===== config.mk =====
export PLATFORM = sky130hd
export DESIGN_NAME = restador_serial
export DESIGN_NICKNAME = d
export VERILOG_FILES = /design/src/rtl/restador_pkg.sv /design/src/rtl/Restador_Completo.sv /design/src/rtl/restador_serial.sv
export SDC_FILE = /design/constraint.sdc
export NUM_CORES = 1
export LEC_CHECK = 0
export ABC_CLOCK_PERIOD_IN_PS = 2100
export BUFFER_PORTS_ARGS = -buffer_cell sky130_fd_sc_hd__buf_2
export CAP_MARGIN = 20
export CORE_UTILIZATION = 35
export CTS_CLUSTER_SIZE = 40
export DETAILED_ROUTE_END_ITERATION = 12
export MAX_ROUTING_LAYER = met4
export PLACE_DENSITY = 0.62
export SETUP_SLACK_MARGIN = 0.05
export SYNTH_ARGS = -nofsm -noshare
export SYNTH_HDL_FRONTEND = slang
export SYNTH_HIERARCHICAL = 1
export SYNTH_SLANG_ARGS = --single-unit

===== constraint.sdc =====
create_clock -name clk -period 2.1 [get_ports clk]
set_input_delay 0.21 -clock clk [delete_from_list [all_inputs] [get_ports clk]]
set_output_delay 0.21 -clock clk [all_outputs]
set_load 0.05 [all_outputs]

===== src/rtl/restador_pkg.sv =====
`default_nettype none
// ============================================================================
//  Module      : restador_pkg
//  Description : Shared state encoding and default width for restador_serial.
//  Revision    : 1.0 - initial release
// ============================================================================
package restador_pkg;

    localparam int ANCHO_DEF = 8;

    typedef enum logic [1:0] {
        REPOSO   = 2'd0,
        RESTANDO = 2'd1,
        FIN      = 2'd2
    } estado_t;

endpackage : restador_pkg
`default_nettype wire


===== src/rtl/Restador_Completo.sv =====
`default_nettype none
// ============================================================================
//  Module      : Restador_Completo
//  Description : One-bit full subtractor (X - Y - borrow in).
//  Revision    : 1.0 - initial release
// ============================================================================
module Restador_Completo (
    input  logic X,
    input  logic Y,
    input  logic CarrieNEntrada,
    output logic R,
    output logic CarrieNSalida
);

    assign R             = X ^ Y ^ CarrieNEntrada;
    // Borrow out when Y exceeds X, or when they are equal and a borrow is pending.
    assign CarrieNSalida = (~X & Y) | (~(X ^ Y) & CarrieNEntrada);

endmodule : Restador_Completo
`default_nettype wire


===== src/rtl/restador_serial.sv =====
`default_nettype none
// ============================================================================
//  Module      : restador_serial
//  Description : Bit-serial unsigned subtractor, LSB first, one bit per clock.
//  Revision    : 1.0 - initial release
// ============================================================================
module restador_serial
    import restador_pkg::*;
#(
    parameter int ANCHO = ANCHO_DEF
) (
    input  logic             clk,
    input  logic             rst_n,
    input  logic             Inicio,
    input  logic [ANCHO-1:0] X,
    input  logic [ANCHO-1:0] Y,
    output logic             Ocupado,
    output logic             Listo,
    output logic [ANCHO-1:0] R,
    output logic             Prestamo
);

    localparam int            CW     = $clog2(ANCHO);
    localparam logic [CW-1:0] ULTIMO = CW'(ANCHO - 1);

    if (ANCHO < 2) begin : g_ancho_invalido
        $error("restador_serial: ANCHO must be >= 2");
    end

    estado_t          estado;
    estado_t          estado_sig;
    logic             arrancar;
    logic [ANCHO-1:0] x_sr;
    logic [ANCHO-1:0] y_sr;
    logic [ANCHO-1:0] res_sr;
    logic [ANCHO-1:0] res_sig;
    logic [CW-1:0]    cuenta;
    logic             prestamo_ff;
    logic             dif_bit;
    logic             prestamo_sal;
    logic             ultimo_bit;

    Restador_Completo u_etapa (
        .X              (x_sr[0]),
        .Y              (y_sr[0]),
        .CarrieNEntrada (prestamo_ff),
        .R              (dif_bit),
        .CarrieNSalida  (prestamo_sal)
    );

    assign ultimo_bit = (cuenta == ULTIMO);
    // Difference bits enter at the MSB so the word is aligned after ANCHO shifts.
    assign res_sig    = {dif_bit, {(ANCHO-1){1'b0}}} | (res_sr >> 1);

    always_ff @(posedge clk or negedge rst_n) begin
        if (!rst_n) begin
            estado <= REPOSO;
        end else begin
            estado <= estado_sig;
        end
    end

    always_comb begin
        estado_sig = estado;
        arrancar   = 1'b0;
        Ocupado    = 1'b0;
        Listo      = 1'b0;
        case (estado)
            REPOSO: begin
                if (Inicio) begin
                    estado_sig = RESTANDO;
                    arrancar   = 1'b1;
                end
            end
            RESTANDO: begin
                Ocupado = 1'b1;
                if (ultimo_bit) begin
                    estado_sig = FIN;
                end
            end
            FIN: begin
                Ocupado    = 1'b1;
                Listo      = 1'b1;
                estado_sig = REPOSO;
            end
            default: estado_sig = REPOSO;
        endcase
    end

    always_ff @(posedge clk or negedge rst_n) begin
        if (!rst_n) begin
            x_sr        <= '0;
            y_sr        <= '0;
            res_sr      <= '0;
            cuenta      <= '0;
            prestamo_ff <= 1'b0;
            R           <= '0;
            Prestamo    <= 1'b0;
        end else if (arrancar) begin
            x_sr        <= X;
            y_sr        <= Y;
            res_sr      <= '0;
            cuenta      <= '0;
            prestamo_ff <= 1'b0;
        end else if (estado == RESTANDO) begin
            x_sr        <= x_sr >> 1;
            y_sr        <= y_sr >> 1;
            res_sr      <= res_sig;
            prestamo_ff <= prestamo_sal;
            // Counter parks on the last index instead of wrapping.
            if (ultimo_bit) begin
                R        <= res_sig;
                Prestamo <= prestamo_sal;
            end else begin
                cuenta   <= cuenta + CW'(1);
            end
        end
    end

endmodule : restador_serial
`default_nettype wire

==> impl_metrics.prom <==
# TYPE chip_impl_metric gauge
chip_impl_metric{name="final_net_count",unit=""} 207
chip_impl_metric{name="io_pins",unit=""} 30
chip_impl_metric{name="worst_setup_hold_path_clk_slew",unit="ns"} 0.07
chip_impl_info{name="timing.critical_path.max_delay_family",value="simple AND/OR/NAND/NOR gates"} 1
chip_impl_metric{name="ctsHoldBuffers",unit=""} 0
chip_impl_metric{name="drt-total-wl",unit="mm"} 2.811
chip_impl_metric{name="finalSetupViolations",unit=""} 0
chip_impl_metric{name="grt_remaining_overflow",unit=""} 0
chip_impl_metric{name="final_antenna_net_count",unit=""} 0
chip_impl_metric{name="placementRows",unit=""} 25
chip_impl_metric{name="clock_tree.buffer_depth",unit=""} 2
chip_impl_info{name="clock_tree_from_tritoncts",value="yes"} 1
chip_impl_metric{name="final_core_utilization",unit="%"} 42.87
chip_impl_metric{name="area_growth",unit="%"} 16.86
chip_impl_metric{name="clock_skew",unit="ns"} 0.003110
chip_impl_metric{name="syn_area",unit="mm^2"} 0.001744
chip_impl_metric{name="antenna_cells_inserted",unit=""} 0
chip_impl_metric{name="worstPathBufferInverterCount",unit=""} 1
chip_impl_metric{name="critPathMaxStageDelay",unit="ns"} 0.37
chip_impl_metric{name="slew_headroom",unit="%"} 44.72
chip_impl_metric{name="detail_route.drc_violations",unit=""} 0
chip_impl_metric{name="fin_ws",unit="ns"} 0.5267
chip_impl_info{name="synth_top_cells_by_area",value="dfrtp_1 55%, mux2i_1 13%, mux2_2 6.5%"} 1
chip_impl_info{name="grt_setup_unrepaired",value="no"} 1
chip_impl_metric{name="numCtsBuffers",unit=""} 5
chip_impl_metric{name="total_leakage_power",unit="uW"} 0.001055
chip_impl_metric{name="synth.yosys.seq_area_share",unit="%"} 54.52
chip_impl_metric{name="design.die.area",unit="mm^2"} 0.005269
chip_impl_metric{name="syn_nets",unit=""} 175
chip_impl_metric{name="floorplan.initialDensity",unit="%"} 36.68
chip_impl_info{name="cts_root_buffer",value="clkbuf_8"} 1
chip_impl_metric{name="route.vias.total",unit=""} 1087
chip_impl_info{name="status",value="finished clean"} 1
chip_impl_info{name="path_class",value="flip-flop to flip-flop"} 1
chip_impl_metric{name="io_buffer_count",unit=""} 29
chip_impl_metric{name="r2r_setup_slack",unit="ns"} 0.53
chip_impl_info{name="critical_path.endpoint_type",value="flip-flop"} 1
chip_impl_metric{name="synth_warnings",unit=""} 6
chip_impl_info{name="class_of_the_tightest_hold_or_removal_check",value="input port to async pin"} 1
chip_impl_metric{name="final_period_minus_worst_setup_slack",unit="ns"} 1.573
chip_impl_metric{name="power.ir.vdd_worst",unit="uV"} 497.2
chip_impl_metric{name="post_cts_resize_count",unit=""} 0
chip_impl_metric{name="worst_hold_slack",unit="ns"} 0.01954
chip_impl_metric{name="post_synth.cell_area_avg",unit="um^2"} 11.71
chip_impl_metric{name="place_congestion",unit=""} 0.6836
chip_impl_metric{name="grt_max_degree",unit=""} 39
chip_impl_info{name="cp_cell_instances",value="inv_1 > ha_1 > and2_1 > nor2_8 > mux2_2"} 1
chip_impl_metric{name="drv_cap",unit=""} 0
chip_impl_metric{name="detail_route.vias_per_cell",unit=""} 4.365
chip_impl_metric{name="cts.sink_count",unit=""} 38
chip_impl_metric{name="layout.filler_cells",unit=""} 490
chip_impl_metric{name="die_h",unit="um"} 72.59
chip_impl_metric{name="finalCritPeriodShare",unit="%"} 74.92
chip_impl_info{name="critPathSlowestCell",value="dfrtp_1"} 1
chip_impl_metric{name="synth_cell_type_count",unit=""} 21
chip_impl_metric{name="core_region_area",unit="mm^2"} 0.004755
chip_impl_metric{name="grt_util_all_layers",unit="%"} 13.02
chip_impl_metric{name="place_ws",unit="ns"} 0.5205
chip_impl_metric{name="drt_iter0_markers",unit=""} 42
chip_impl_metric{name="timing.final.hold_violations",unit=""} 0
chip_impl_metric{name="fmax",unit="GHz"} 0.6356
chip_impl_metric{name="clock_tree.htree_level_count",unit=""} 2
chip_impl_info{name="setup.worst_path.start_class",value="flip-flop"} 1
chip_impl_metric{name="yosys_register_bits",unit=""} 38
chip_impl_metric{name="power_density",unit="mW/mm^2"} 1387
chip_impl_metric{name="crit_fanout",unit=""} 9
chip_impl_metric{name="drtPass1Iterations",unit=""} 4
chip_impl_metric{name="fraction_of_final_layout_cells_with_drive_strength_greater_than_1",unit="%"} 28.57
chip_impl_metric{name="detailedPlacementHpwl",unit="mm"} 1.847
chip_impl_metric{name="cp.arrival",unit="ns"} 1.75
chip_impl_metric{name="slew_viol_final",unit=""} 0
chip_impl_metric{name="insertion_delay",unit="ns"} 0.29
chip_impl_metric{name="grt_first_pass_wirelength",unit="mm"} 5.016
chip_impl_metric{name="worst_ep_required_time",unit="ns"} 2.28
chip_impl_metric{name="final.setup.tns",unit="ns"} 0
chip_impl_metric{name="first_global_vias",unit=""} 1097
chip_impl_metric{name="yosys.area.top_type_share",unit="%"} 54.52
chip_impl_metric{name="cts_setup_buffers",unit=""} 0
chip_impl_metric{name="synthesis.instances",unit=""} 149
chip_impl_metric{name="worst_slew_pin_slew",unit="ns"} 0.8292
chip_impl_info{name="synth_largest_area_cell",value="dfrtp_1"} 1
chip_impl_metric{name="chipWidth",unit="um"} 72.59
chip_impl_metric{name="antenna_found_initial",unit=""} 0
chip_impl_metric{name="drt-wirelength-per-cell",unit="um"} 11.29
## cells in the final DEF (no fill, tap or decap), drive strengths merged
cell type | netlist | routed
mux2 | 10 | 10
fa | 1 | 1
nand2b | 3 | 3
xnor2 | 1 | 1
buf | 7 | 33
ha | 6 | 6
and2b | 1 | 1
nor2b | 2 | 2
clkinv | 0 | 1
dfrtp | 38 | 38
nand2 | 21 | 21
clkbuf | 1 | 7
and2 | 1 | 1
a21oi | 2 | 2
o21ai | 16 | 16
o22a | 1 | 1
nor2 | 11 | 11
mux2i | 22 | 22
inv | 5 | 5
## flip-flops by register name, summed over array words and instances (netlist names)
name         count
Prestamo         1
R                8
estado           2
prestamo_ff      1
x_sr             8
res_sr           7
y_sr             8
cuenta           3
## layout make-up
class / instances / area [um^2] / area share (%)
clock buffers: 7 / 86.33 / 4.236
inverters: 5 / 18.77 / 0.9208
flip-flops and latches: 38 / 950.9 / 46.65
clock inverters: 1 / 5.005 / 0.2455
multi-input cells: 98 / 718.2 / 35.24
well taps: 67 / 83.83 / 4.113
repair buffers: 33 / 175.2 / 8.594
## synth_stat cells
| master | instances |
|---|---|
| inv_1 | 5 |
| xnor2_1 | 1 |
| nor2_8 | 1 |
| ha_1 | 6 |
| o22a_1 | 1 |
| nand2_1 | 21 |
| nand2b_1 | 3 |
| dfrtp_1 | 38 |
| clkbuf_1 | 1 |
| o21ai_0 | 16 |
| buf_2 | 3 |
| and2_1 | 1 |
| and2b_2 | 1 |
| fa_1 | 1 |
| mux2_2 | 10 |
| buf_6 | 2 |
| buf_4 | 2 |
| nor2b_1 | 2 |
| a21oi_1 | 2 |
| nor2_1 | 10 |
| mux2i_1 | 22 |
## where the power goes
group          internal [uW]  leakage, uW  switching (uW)
clock                    265    0.0000482             242
sequential              1010     0.000497             160
combinational            475     0.000510             675
total                   1750      0.00105            1080
## worst register-to-register path, delay by kind of cell, from the launching register on
family                   cells  cell delay [ns]
buffers and inverters        1             0.08
multiplexers                 1             0.36
adder cells (fa/ha/maj)      1             0.20
flip-flops                   1             0.37
AND/OR/NAND/NOR              2             0.45
## final timing paths
path,from,endpoint,cells past startpoint
worst max-delay path,estado[0]$_DFFE_PN0P_,R[5]$_DFFE_PN0P_,5
worst min-delay path,rst_n,res_sr[5]$_DFFE_PN0P_,1
worst max register to register,estado[0]$_DFFE_PN0P_,R[5]$_DFFE_PN0P_,5
worst min register to register,R[6]$_DFFE_PN0P_,R[6]$_DFFE_PN0P_,1
max in group asynchronous,rst_n,x_sr[1]$_DFFE_PN0P_,1
min in group clk,X[3],x_sr[3]$_DFFE_PN0P_,3
## logic make-up after synthesis
| logic type | Yosys count | share of synthesized area, % |
|---|---|---|
| compound gates | 19 | 5.667 |
| xor+xnor | 1 | 0.5022 |
| fa+ha+maj | 7 | 5.452 |
| buf+inv | 13 | 4.303 |
| flops | 38 | 54.52 |
| mux | 32 | 19.08 |
| simple gates | 39 | 10.47 |
## metal layers
layer	vias to the layer above	wire length, um	GRT usage, %
met4	0	25	3.922
met3	4	121	5.387
met5	-	0	-
met2	26	1282	19.42
li1	558	-	-
met1	499	1381	16.15
## stage by stage
stage                     std cells  total power, uW  instance area, um^2
after floorplan                 149             2128                 1744
after global placement          241             2318                 1947
after detailed placement        241             2347                 1947
after CTS                       249             2867                 2038
after global routing            249             3077                 2038
final                           249             2827                 2038
No activity file was read; power rests on OpenSTA's default activity.
